### src/rtl/bp_pkg.sv
// Shared types and helpers for the branch predictor slice.
//   kind_e      : BTB entry kind (conditional branch or JAL)
//   SNT..ST     : 2-bit confidence counter encodings
//   btb_entry_t : one BTB entry; tag holds pc >> (IDX_W+2) right-justified
//   sat_inc/dec : saturating counter steps
package bp_pkg;

  typedef enum logic {
    BR  = 1'b0,
    JAL = 1'b1
  } kind_e;

  localparam logic [1:0] SNT = 2'b00;
  localparam logic [1:0] WNT = 2'b01;
  localparam logic [1:0] WT  = 2'b10;
  localparam logic [1:0] ST  = 2'b11;

  typedef struct packed {
    logic        valid;
    kind_e       kind;
    logic [31:0] tag;
    logic [31:0] target;
    logic [1:0]  ctr;
  } btb_entry_t;

  function automatic logic [1:0] sat_inc(input logic [1:0] c);
    return (c == ST) ? ST : c + 2'b01;
  endfunction

  function automatic logic [1:0] sat_dec(input logic [1:0] c);
    return (c == SNT) ? SNT : c - 2'b01;
  endfunction

endpackage

### src/rtl/bp_sat_counter.sv
// Combinational 2-bit saturating counter step.
//   ctr      in  current counter value
//   taken    in  1 = step up, 0 = step down
//   ctr_nxt  out next counter value (saturates at SNT and ST)
module bp_sat_counter
  import bp_pkg::*;
(
  input  logic [1:0] ctr,
  input  logic       taken,
  output logic [1:0] ctr_nxt
);

  always_comb begin
    ctr_nxt = taken ? sat_inc(ctr) : sat_dec(ctr);
  end

endmodule

### src/rtl/branch_predictor_if.sv
// IF-side branch predictor: direct-mapped BTB with 2-bit counters.
//   clk, rstn                     clock, async active-low reset
//   pc_IF                         fetch PC to predict
//   predtaken_IF, predtarget_IF   prediction for pc_IF (target 0 when not taken)
//   ex_valid, pc_EX, pcnext_EX,
//   pcimm_EX, branch_EX, btaken_EX,
//   jal_EX, jalr_EX, ctarget      EX-stage resolution of the instruction in EX
//   predtaken_EX, predtarget_EX   prediction that was made for it at IF
//   redirect, redirect_pc         mispredict flush request and correct next PC
//   br_cnt, mis_cnt               resolved control-flow / redirect counters
module branch_predictor_if
  import bp_pkg::*;
#(
  parameter int unsigned IDX_W = 4,
  parameter int unsigned CNT_W = 32
) (
  input  logic             clk,
  input  logic             rstn,
  input  logic [31:0]      pc_IF,
  output logic             predtaken_IF,
  output logic [31:0]      predtarget_IF,
  input  logic             ex_valid,
  input  logic [31:0]      pc_EX,
  input  logic [31:0]      pcnext_EX,
  input  logic [31:0]      pcimm_EX,
  input  logic             branch_EX,
  input  logic             btaken_EX,
  input  logic             jal_EX,
  input  logic             jalr_EX,
  input  logic [31:0]      ctarget,
  input  logic             predtaken_EX,
  input  logic [31:0]      predtarget_EX,
  output logic             redirect,
  output logic [31:0]      redirect_pc,
  output logic [CNT_W-1:0] br_cnt,
  output logic [CNT_W-1:0] mis_cnt
);

  localparam int unsigned ENTRIES = 2 ** IDX_W;

  btb_entry_t btb [ENTRIES];

  logic [IDX_W-1:0] idx_if, idx_ex;
  logic [31:0]      tag_if, tag_ex;
  btb_entry_t       e_if, e_ex;
  logic             hit_if, hit_ex;
  logic [1:0]       ctr_nxt;

  logic             is_ctrl, actual_taken;
  logic [31:0]      actual_pc;

  assign idx_if = pc_IF[IDX_W+1:2];
  assign idx_ex = pc_EX[IDX_W+1:2];
  assign tag_if = pc_IF >> (IDX_W + 2);
  assign tag_ex = pc_EX >> (IDX_W + 2);

  // Lookup reads the pre-update table; no bypass from the EX write.
  always_comb begin
    e_if          = btb[idx_if];
    hit_if        = e_if.valid && (e_if.tag == tag_if);
    predtaken_IF  = hit_if && ((e_if.kind == JAL) || e_if.ctr[1]);
    predtarget_IF = predtaken_IF ? e_if.target : '0;
  end

  always_comb begin
    is_ctrl      = branch_EX || jal_EX || jalr_EX;
    actual_taken = (branch_EX && btaken_EX) || jal_EX || jalr_EX;
    actual_pc    = (jal_EX || jalr_EX) ? pcimm_EX : ctarget;
    // Held low during reset so every output reads 0 while rstn is asserted.
    redirect     = rstn && ex_valid && (is_ctrl || predtaken_EX) &&
                   ((predtaken_EX != actual_taken) ||
                    (actual_taken && (predtarget_EX != actual_pc)));
    redirect_pc  = redirect ? (actual_taken ? actual_pc : pcnext_EX) : '0;
  end

  always_comb begin
    e_ex   = btb[idx_ex];
    hit_ex = e_ex.valid && (e_ex.tag == tag_ex);
  end

  bp_sat_counter u_sat (
    .ctr     (e_ex.ctr),
    .taken   (btaken_EX),
    .ctr_nxt (ctr_nxt)
  );

  always_ff @(posedge clk or negedge rstn) begin
    if (!rstn) begin
      for (int unsigned i = 0; i < ENTRIES; i++) begin
        btb[i].valid  <= 1'b0;
        btb[i].kind   <= BR;
        btb[i].tag    <= '0;
        btb[i].target <= '0;
        btb[i].ctr    <= WNT;
      end
      br_cnt  <= '0;
      mis_cnt <= '0;
    end else begin
      if (ex_valid) begin
        // JALR never touches the table: its target is register-dependent.
        if (jal_EX) begin
          btb[idx_ex].valid  <= 1'b1;
          btb[idx_ex].kind   <= JAL;
          btb[idx_ex].tag    <= tag_ex;
          btb[idx_ex].target <= pcimm_EX;
          btb[idx_ex].ctr    <= ST;
        end else if (branch_EX) begin
          if (hit_ex) begin
            btb[idx_ex].ctr <= ctr_nxt;
            if (btaken_EX) btb[idx_ex].target <= pcimm_EX;
          end else if (btaken_EX) begin
            btb[idx_ex].valid  <= 1'b1;
            btb[idx_ex].kind   <= BR;
            btb[idx_ex].tag    <= tag_ex;
            btb[idx_ex].target <= pcimm_EX;
            btb[idx_ex].ctr    <= WT;
          end
        end
        if (is_ctrl) br_cnt <= br_cnt + CNT_W'(1);
      end
      if (redirect) mis_cnt <= mis_cnt + CNT_W'(1);
    end
  end

endmodule

### config.mk
export PLATFORM = sky130hd
export DESIGN_NAME = branch_predictor_if
export DESIGN_NICKNAME = d
export VERILOG_FILES = /design/src/rtl/bp_pkg.sv /design/src/rtl/bp_sat_counter.sv /design/src/rtl/branch_predictor_if.sv
export SDC_FILE = /design/constraint.sdc
export NUM_CORES = 2
export LEC_CHECK = 0
export CAP_MARGIN = 20
export CORE_MARGIN = 4
export CORE_UTILIZATION = 50
export CTS_BUF_LIST = sky130_fd_sc_hd__clkbuf_8 sky130_fd_sc_hd__clkbuf_16
export DETAILED_ROUTE_END_ITERATION = 12
export PLACE_DENSITY = 0.74
export SLEW_MARGIN = 20
export SYNTH_ARGS = -nofsm -noshare
export SYNTH_HDL_FRONTEND = slang
export SYNTH_SLANG_ARGS = --single-unit
export TNS_END_PERCENT = 30
### constraint.sdc
create_clock -name clk -period 7.6 [get_ports clk]
set_input_delay 1.14 -clock clk [delete_from_list [all_inputs] [get_ports clk]]
set_output_delay 1.14 -clock clk [all_outputs]
set_load 0.05 [all_outputs]
==> out/summary.txt <==
Core ar. = 0.113 mm2
Post-synth top flop = dfrtp_1
Largest net degree at the start of global routing = 168
DRC Markers = 0
Grt met2 use = 0.405
RSZ-0062 raised after global routing = no
Drt total wl = 152000 um
CTS resizes = 0
DIE HEIGHT = 346 um
I/O Buffers = 325
Hold WS = 0.400 ns
Post-synthesis mux area share = 0.353
Reg-to-Reg End = btb[102]$_DFFE_PN0P_
Number of global-route vias before repair = 37024
Synth Warn # = 0
F_max = 148 MHz
Crit path time final = 6.75 ns
DP HPWL = 90800 um
Worst-case clock skew = 0.0457 ns
Grt met1 use = 0.351
Cell Chain, Critical Path = clkdlybuf4s50_1 > o21ai_0 > nand3_1 > nand4b_1 > nor4_1 > nand4_1 > o21ai_4 > buf_4 > a211oi_1 > clkdlybuf4s50_1
Max-slew violation count = 0
Max cap viols = 0
Layout Cells excl Fill = 5692
CTS H-tree depth = 3
Clock buffer depth = 3
Commonest non-fill, non-tap cell in the layout = dfrtp_1
Clk root buf = clkbuf_16
Commonest non-fill, non-tap cells in the layout = 1136 x dfrtp_1, 638 x mux2_2, 375 x mux4_2
Most crowded layer after global routing = met2
CP max stage cell = clkdlybuf4s50_1
Layout cells sized above 1 = 0.340
Pwr/cell area = 266 mW/mm2
Synthesized Nets = 4097
Worst reg2reg startpoint = btb[254]$_DFFE_PN0P_
Syn avg cell area = 14.7 um2
Post-Synth Adder-Cell Area = 0.000438
DR vias/cell = 6.20
HP Class = input pin to asynchronous set/reset pin
Combinational family with the most area after synthesis = multiplexers
Simple-Gate Fraction of Synth Area = 0.0504
Most frequent CP cell = clkdlybuf4s50_1
Final hold vios = 0
CP Capture Type = output port
Routability cong. = 0.918
Clk slew on worst S/H paths = 0.05 ns
Area leader, netlist = dfrtp_1
CTS Hold Bufs = 0
Skew-Pair Late Insertion Delay = 0.72 ns
TritonCTS clock tree = built
Post-CTS Setup Inserts = 0
Ports = 330
Initial antenna violation count = 11
Row cnt = 123
Seq cells post-synth = 1152
Static Leak = 28.5 nW
Die Wd = 346 um
GRT Total Usage = 0.253
Library cells used by synthesis = 74
Setup_tns = 0 ns
Max stage delay on crit path = 1.03 ns
DR WL/cell = 26.6 um
Asr flop ratio synth = 1.00
DRT Pass-1 Iters = 5
CP Max Fanout = 27
Setup ws final = 0.854 ns
Mapped Cells = 3895
Sequential share of the synthesized area = 0.505
VDD IR max = 0.000218 V
Setup CP Type = input pin to output port
Period utilization = 0.888
GRT Residual Overflow = 0
Sink Count = 1152
Post-Synth XOR/XNOR Area = 0.0225
Overall via count from detail_route = 35275
R2R cell count = 11
Full die area = 0.120 mm2
Crit path arrival time = 5.61 ns
First DRT Iteration DRCs = 2940
Synth Area in Compound Gates = 0.0379
Final setup vio count = 0
Top cells by area, synth = dfrtp_1 50%, mux4_2 15%, mux2_2 13%
Post-synth EDFFs = 0
GR Util met3 = 0.0534
Critical Path Source Type = input pin
Worst-Margin Slew = 1.05 ns
Critical Path RT = 6.46 ns
Place WS = 1.02 ns
Slew Limit Headroom = 0.292
Status = finished, final reports clean
CTS Buf Count = 120
Total power draw = 0.0175 W
Layout net count = 4297
Mapped cell area = 0.0571 mm2
Share of the synthesized area in the top cell type = 0.497
Antenna-violating nets left = 0
Layout Area Growth over Synthesis = 15.3%
First-pass GRT wire length = 233000 um
Flop2flop setup slack = 3.39 ns
Starting density of the core = 0.506
Placed insts = 5473
## metrics by stage
stage	utilization	cell area, um2
finish	0.583	65900
global route	0.583	65900
CTS	0.583	65900
detailed placement	0.548	61900
global placement	0.548	61900
floorplan	-	57100
## area by class of cell
type                            count  area, um2
Sequential cell                  1152      28800
Timing Repair Buffer              416       4500
Tap cell                         1500       1880
Fill cell                        8705      47100
Clock inverter                     70        515
Clock buffer                      148       3400
Multi-Input combinational cell   2390      26700
Antenna cell                        1       2.50
Inverter                           15       56.3
## power by group
group | total, W | internal (W) | switching [W]
Combinational | 0.00355 | 0.00207 | 0.00147
Clock | 0.00579 | 0.00328 | 0.00251
Sequential | 0.00819 | 0.00741 | 0.000778
Total | 0.0175 | 0.0128 | 0.00476
## worst max-delay path by stage
stage | start | end | slack [ns]
2_1_floorplan | pc_IF[2] | predtarget_IF[10] | 1.79
3_3_place_gp | jalr_EX | redirect_pc[16] | 0.99
3_5_place_dp | jalr_EX | redirect_pc[16] | 1.02
4_1_cts | jalr_EX | redirect_pc[16] | 1.00
5_1_grt | jalr_EX | redirect_pc[16] | 0.69
6_report | pcimm_EX[10] | redirect_pc[16] | 0.85
## registers in the layout (all words and copies together) (netlist names)
signal   count
br_cnt      32
btb       1088
mis_cnt     32
## logic make-up (layout without fill, tap and decap cells)
logic type | after synthesis | count (layout)
multiplexers | 1420 | 1420
flip-flops | 1152 | 1152
AND/OR/NAND/NOR | 528 | 528
buffers and inverters | 353 | 649
AO/OA/AOI/OAI | 294 | 294
XOR/XNOR | 146 | 146
adder cells (fa/ha/maj) | 2 | 2
other | 0 | 1
## Yosys cell counts (all sizes together) (12+ instances only)
| master | n |
|---|---|
| a211oi | 33 |
| a21oi | 87 |
| a22o | 21 |
| a22oi | 23 |
| a311oi | 13 |
| and2 | 104 |
| and3 | 22 |
| buf | 194 |
| clkbuf | 144 |
| dfrtp | 1136 |
| dfstp | 16 |
| inv | 15 |
| mux2 | 937 |
| mux2i | 101 |
| mux4 | 382 |
| nand2 | 78 |
| nand2b | 32 |
| nand3 | 40 |
| nand4 | 27 |
| nor2 | 92 |
| nor2b | 39 |
| nor3 | 33 |
| nor4 | 20 |
| o21ai | 54 |
| or3b | 12 |
| xnor2 | 112 |
| xor2 | 34 |
## critical path, delay by kind of cell
kind / cells / cell delay, ns
and+or+nand+nor: 4 / 0.93
AOI/OAI and AO/OA: 3 / 1.34
buffers and inverters: 3 / 2.18
## metal layers
| metal | vias up | wire, um | share of wire |
|---|---|---|---|
| li1 | 14992 | - | - |
| met4 | 10 | 4840 | 0.032 |
| met5 | - | 62 | 0.00041 |
| met1 | 18824 | 63600 | 0.42 |
| met2 | 1141 | 72800 | 0.48 |
| met3 | 308 | 10400 | 0.068 |
Note: power is estimated with default switching activity, not from simulation.
